File: src/rtl/i2c_master_writer_if.sv
// Host handshake plus open-drain I2C line signals for the I2C write initiator.
// The master modport is the initiator's view; the slave modport is the host/bus side.
interface i2c_master_writer_if;
    logic        start_i;
    logic [6:0]  slave_addr_i;
    logic [15:0] data_i;
    logic        sda_i;
    logic        scl_i;
    logic        sda_o;
    logic        scl_o;
    logic        busy_o;
    logic        done_o;
    logic        nack_o;

    modport master (
        input  start_i, slave_addr_i, data_i, sda_i, scl_i,
        output sda_o, scl_o, busy_o, done_o, nack_o
    );

    modport slave (
        output start_i, slave_addr_i, data_i, sda_i, scl_i,
        input  sda_o, scl_o, busy_o, done_o, nack_o
    );
endinterface

File: src/rtl/i2c_master_writer.sv
// I2C write initiator: START, 7-bit address with W=0, two data bytes MSB-first, ACK check, STOP.
// Open-drain outputs: 1 releases the line, 0 pulls it low.
module i2c_master_writer #(
    parameter  int unsigned CLK_DIV = 125,
    localparam int unsigned QW      = $clog2(CLK_DIV)
) (
    input  logic                clk_i,
    input  logic                reset_i,
    i2c_master_writer_if.master bus
);
    typedef enum logic [2:0] {IDLE, START, BIT, ACK, STOP, DONE} state_t;

    localparam logic [QW-1:0] CNT_MAX = QW'(CLK_DIV - 1);

    state_t      state;
    logic [1:0]  q;
    logic [QW-1:0] cnt;
    logic [2:0]  bit_cnt;
    logic [1:0]  byte_cnt;
    logic [23:0] shreg;
    logic        sda_r;
    logic        scl_r;
    logic        busy_r;
    logic        done_r;
    logic        nack_r;
    logic        stall;
    logic        q_end;

    // A slave holding SCL low while we release it freezes the quarter count.
    assign stall = (q == 2'd2) && scl_r && !bus.scl_i;
    assign q_end = (cnt == CNT_MAX) && !stall;

    assign bus.sda_o  = sda_r;
    assign bus.scl_o  = scl_r;
    assign bus.busy_o = busy_r;
    assign bus.done_o = done_r;
    assign bus.nack_o = nack_r;

    always_ff @(posedge clk_i) begin
        if (reset_i) begin
            state    <= IDLE;
            q        <= '0;
            cnt      <= '0;
            bit_cnt  <= '0;
            byte_cnt <= '0;
            shreg    <= '0;
            sda_r    <= 1'b1;
            scl_r    <= 1'b1;
            busy_r   <= 1'b0;
            done_r   <= 1'b0;
            nack_r   <= 1'b0;
        end else begin
            done_r <= 1'b0;
            case (state)
                IDLE: begin
                    if (bus.start_i) begin
                        shreg    <= {bus.slave_addr_i, 1'b0, bus.data_i};
                        nack_r   <= 1'b0;
                        busy_r   <= 1'b1;
                        state    <= START;
                        q        <= '0;
                        cnt      <= '0;
                        byte_cnt <= '0;
                        sda_r    <= 1'b0;
                        scl_r    <= 1'b1;
                    end
                end

                DONE: state <= IDLE;

                default: begin
                    if (!stall) begin
                        cnt <= (cnt == CNT_MAX) ? '0 : cnt + 1'b1;
                    end
                    // Outputs are registered, so each branch loads the levels of the next quarter.
                    if (q_end) begin
                        q <= q + 2'd1;
                        case (state)
                            START: begin
                                if (q == 2'd0) begin
                                    scl_r <= 1'b0;
                                end else begin
                                    state   <= BIT;
                                    q       <= '0;
                                    bit_cnt <= 3'd7;
                                    sda_r   <= shreg[23];
                                    scl_r   <= 1'b0;
                                end
                            end

                            BIT: begin
                                if (q == 2'd1) begin
                                    scl_r <= 1'b1;
                                end else if (q == 2'd3) begin
                                    shreg <= {shreg[22:0], 1'b0};
                                    scl_r <= 1'b0;
                                    if (bit_cnt == 3'd0) begin
                                        state <= ACK;
                                        sda_r <= 1'b1;
                                    end else begin
                                        bit_cnt <= bit_cnt - 3'd1;
                                        sda_r   <= shreg[22];
                                    end
                                end
                            end

                            ACK: begin
                                if (q == 2'd1) begin
                                    scl_r <= 1'b1;
                                end else if (q == 2'd2) begin
                                    if (bus.sda_i) begin
                                        nack_r <= 1'b1;
                                    end
                                end else if (q == 2'd3) begin
                                    scl_r <= 1'b0;
                                    if (nack_r || byte_cnt == 2'd2) begin
                                        state <= STOP;
                                        sda_r <= 1'b0;
                                    end else begin
                                        state    <= BIT;
                                        byte_cnt <= byte_cnt + 2'd1;
                                        bit_cnt  <= 3'd7;
                                        sda_r    <= shreg[23];
                                    end
                                end
                            end

                            STOP: begin
                                if (q == 2'd1) begin
                                    scl_r <= 1'b1;
                                end else if (q == 2'd2) begin
                                    sda_r <= 1'b1;
                                end else if (q == 2'd3) begin
                                    state  <= DONE;
                                    busy_r <= 1'b0;
                                    done_r <= 1'b1;
                                end
                            end

                            default: ;
                        endcase
                    end
                end
            endcase
        end
    end
endmodule

File: src/flat_wrapper.sv
// flat-port wrapper written by rule: the top's interface ports become plain ports
module i2c_master_writer_flat 
#(
    parameter  int unsigned CLK_DIV = 125,
    localparam int unsigned QW      = $clog2(CLK_DIV)
)
  (clk_i, reset_i, bus_start_i, bus_slave_addr_i, bus_data_i, bus_sda_i, bus_scl_i, bus_sda_o, bus_scl_o, bus_busy_o, bus_done_o, bus_nack_o);
  i2c_master_writer_if bus_i ();
  input  logic clk_i;
  input  logic reset_i;
  input wire logic [$bits(bus_i.start_i)-1:0] bus_start_i;
  input wire logic [$bits(bus_i.slave_addr_i)-1:0] bus_slave_addr_i;
  input wire logic [$bits(bus_i.data_i)-1:0] bus_data_i;
  input wire logic [$bits(bus_i.sda_i)-1:0] bus_sda_i;
  input wire logic [$bits(bus_i.scl_i)-1:0] bus_scl_i;
  output wire logic [$bits(bus_i.sda_o)-1:0] bus_sda_o;
  output wire logic [$bits(bus_i.scl_o)-1:0] bus_scl_o;
  output wire logic [$bits(bus_i.busy_o)-1:0] bus_busy_o;
  output wire logic [$bits(bus_i.done_o)-1:0] bus_done_o;
  output wire logic [$bits(bus_i.nack_o)-1:0] bus_nack_o;
  assign bus_i.start_i = bus_start_i;
  assign bus_i.slave_addr_i = bus_slave_addr_i;
  assign bus_i.data_i = bus_data_i;
  assign bus_i.sda_i = bus_sda_i;
  assign bus_i.scl_i = bus_scl_i;
  assign bus_sda_o = bus_i.sda_o;
  assign bus_scl_o = bus_i.scl_o;
  assign bus_busy_o = bus_i.busy_o;
  assign bus_done_o = bus_i.done_o;
  assign bus_nack_o = bus_i.nack_o;
  i2c_master_writer #(.CLK_DIV(CLK_DIV)) u_core (.clk_i(clk_i), .reset_i(reset_i), .bus(bus_i));
endmodule
File: config.mk
export PLATFORM = sky130hd
export DESIGN_NAME = i2c_master_writer_flat
export DESIGN_NICKNAME = d
export VERILOG_FILES = /design/src/rtl/i2c_master_writer_if.sv /design/src/rtl/i2c_master_writer.sv /design/src/flat_wrapper.sv
export SDC_FILE = /design/constraint.sdc
export NUM_CORES = 1
export LEC_CHECK = 0
export CAP_MARGIN = 20
export CORE_ASPECT_RATIO = 0.6
export CORE_UTILIZATION = 54
export CTS_CLUSTER_SIZE = 24
export DETAILED_ROUTE_END_ITERATION = 7
export PLACE_DENSITY_LB_ADDON = 0.15
export SLEW_MARGIN = 20
export SYNTH_ARGS = -nofsm -noshare
export SYNTH_HDL_FRONTEND = slang
export SYNTH_SLANG_ARGS = --single-unit
File: constraint.sdc
create_clock -name clk_i -period 2.65 [get_ports clk_i]
set_input_delay 0.265 -clock clk_i [delete_from_list [all_inputs] [get_ports clk_i]]
set_output_delay 0.265 -clock clk_i [all_outputs]
set_load 0.05 [all_outputs]
==> results.cfg <==
[floorplan]
coreArea_sq_um = 4612
num_rows = 19
dieWidth_um = 91.65
fp.dieH_um = 55.79
io_pins = 33
start_util = 0.5646
die_area_sq_um = 5112

[setup_path]
worst_setup_path_start_kind = register
cp_data_required_time_ns = 2.85
critPathKind = reg -> reg
worstPathArrival_ns = 2.56
path_max_fanout = 8
cp-end-kind = register

[layout]
fillCellCount = 393
fin_nets = 364
layout-drive-gt1-share = 0.08841
ff_latch_area_sq_um = 920.9
diodes = 0
area.growth.synth_to_final_pct = 18.45
final_cell_count_no_fill = 391
design_area_sq_um = 3084
final_util = 0.6687
multi_input_area_sq_um = 1516

[timing]
rsz0062_at_grt = false
max_freq_mhz = 422.8
fin_setup_tns_ns = 0
hold_viol = 0
relSlewSlack = 0.5619
slew_violations = 0
finalClockSkew_ns = 0.005823
setup_violations = 0
period_minus_slack_ns = 2.365
max_slew.worst_pin.slew_ns = 0.6563
hold_slack_ns = 0.4748
period_share = 0.8926
worst_slack_ns = 0.2846

[synth]
yosysTopAreaCellShare = 0.3537
synthArstFlopShare = 0
ys_top_cells_by_area = dfxtp_1, mux2i_1, a211oi_1
yosysSeqAreaShare = 0.3537
ys_seq_elements = 46
synth_common_cells = dfxtp_1, nor2_1, a211oi_1, mux2i_1, a21oi_1
yosysTopAreaCell = dfxtp_1
yosysMostFrequentCell = dfxtp_1
syn-cell-area_sq_um = 2604
yosysUniqueCellTypes = 54
yosys_warnings = 0
synth_edf_count = 0
synthesis.nets = 336
postSynthAreaPerCell_sq_um = 8.708
synth_ff_type = dfxtp_1
syn_inst = 299

[placement]
dp_hpwl_um = 3949
dp_slack_ns = 0.3283
dp.cells = 383
dpl-instance-area_sq_um = 2989
port_buffers = 32
gp_congestion = 0.8808

[routing]
via_per_inst = 5.706
first_pass_iters = 5
wire_per_inst_um = 14.35
drc = 0
wirelength_um = 5611
ant_nets = 0
initialDrtViolationCount = 145
vias = 2231

[global_routing]
grt-ovfl-total = 0
grtUsageTotal = 0.2256
antenna_found_initial = 0
grt_max_degree = 48
grt_pass1_vias = 1936
grt_pass1_wl_um = 9252

[min_path]
hold_class = reg -> reg

[clocking]
htreeDepth = 2
root_buffer = clkbuf_8
clkLatencyLatePin_ns = 0.30
clock_sinks = 46
path_clk_slew_ns = 0.09
cts_buffer_depth = 2
cts-resized-gates = 0
cts_setup_buffers = 0
numCtsBuffers = 5
ctsHoldBuffers = 0
cts_tree = built

[power_and_ir_drop]
p_int_mw = 1.144
finalPower_mw = 1.648
p_per_area_nw_per_um2 = 534.4
ir_worst_vdd_mv = 0.3280
p_leak_nw = 1.207
switching_share = 0.3062
pwr-share-seq = 0.476
switching_power_mw = 0.5047
p_comb_frac = 0.249
pwr-share-clk = 0.275

[outcome]
outcome = finished, final reports clean

[flow_run]
maxCapViolations = 0
critical path: stages, from the launching register on:
cell,delay [ns]
dfxtp_1,0.44
inv_1,0.12
ha_1,0.30
and3b_1,0.26
or3_4,0.42
o21bai_1,0.30
nand2b_2,0.25
o21ba_2,0.17
cell usage in the layout (no fill, tap or decap), types with 9 or more instances in the layout:
master / instances
ha_1: 9
a21oi_1: 20
mux2i_1: 25
o21ai_0: 11
nor2_1: 36
inv_1: 14
nand2_1: 9
clkdlybuf4s50_1: 32
dfxtp_1: 46
a211oi_1: 29
kinds of logic after synthesis:
family	Yosys count	synth area share
AND/OR/NAND/NOR	100	0.2263
AO/OA/AOI/OAI	83	0.2134
flip-flops	46	0.3537
buffers and inverters	35	0.06391
multiplexers	25	0.09611
adder cells (fa/ha/maj)	9	0.04325
XOR/XNOR	1	0.003364
worst paths after layout:
kind | slack, ns | to | depth (start not counted) | from
setup / recovery | 0.28 | u_core.cnt[2]$_SDFFE_PP0P_ | 7 | u_core.q[0]$_SDFFE_PP0P_
hold / removal | 0.47 | u_core.byte_cnt[0]$_SDFFE_PP0P_ | 2 | u_core.byte_cnt[0]$_SDFFE_PP0P_
setup reg to reg | 0.28 | u_core.cnt[2]$_SDFFE_PP0P_ | 7 | u_core.q[0]$_SDFFE_PP0P_
hold reg to reg | 0.47 | u_core.byte_cnt[0]$_SDFFE_PP0P_ | 2 | u_core.byte_cnt[0]$_SDFFE_PP0P_
cell type report:
type | instances | area share
Timing Repair Buffer | 42 | 0.1363
Clock inverter | 2 | 0.004057
Clock buffer | 6 | 0.02677
Sequential cell | 46 | 0.2986
Inverter | 14 | 0.01704
Tap cell | 63 | 0.02556
Multi-Input combinational cell | 218 | 0.4917
per-layer routing:
| layer | up-vias | routed length, um | global-route usage |
|---|---|---|---|
| li1 | 1145 | - | - |
| met1 | 1022 | 2978 | 0.3591 |
| met2 | 60 | 2268 | 0.3104 |
| met3 | 4 | 335 | 0.05055 |
| met4 | 0 | 29 | 0.03401 |
| met5 | - | 0 | 0 |
power by group through the flow:
stage                     clock network [mW]  registers [mW]  logic [mW]
after floorplan                            0           0.806       0.282
after global placement                     0           0.799       0.400
after detailed placement                   0           0.800       0.406
after CTS                              0.458           0.784       0.409
after global routing                   0.485           0.792       0.449
final                                  0.453           0.784       0.411
sequential cells by signal, summed over array words and instances (netlist names), 2 cells and up:
| signal | cells |
|---|---|
| u_core.q | 2 |
| u_core.bit_cnt | 3 |
| u_core.cnt | 7 |
| u_core.byte_cnt | 2 |
| u_core.state | 3 |
| u_core.shreg | 24 |
No activity file was read; power rests on OpenSTA's default activity.
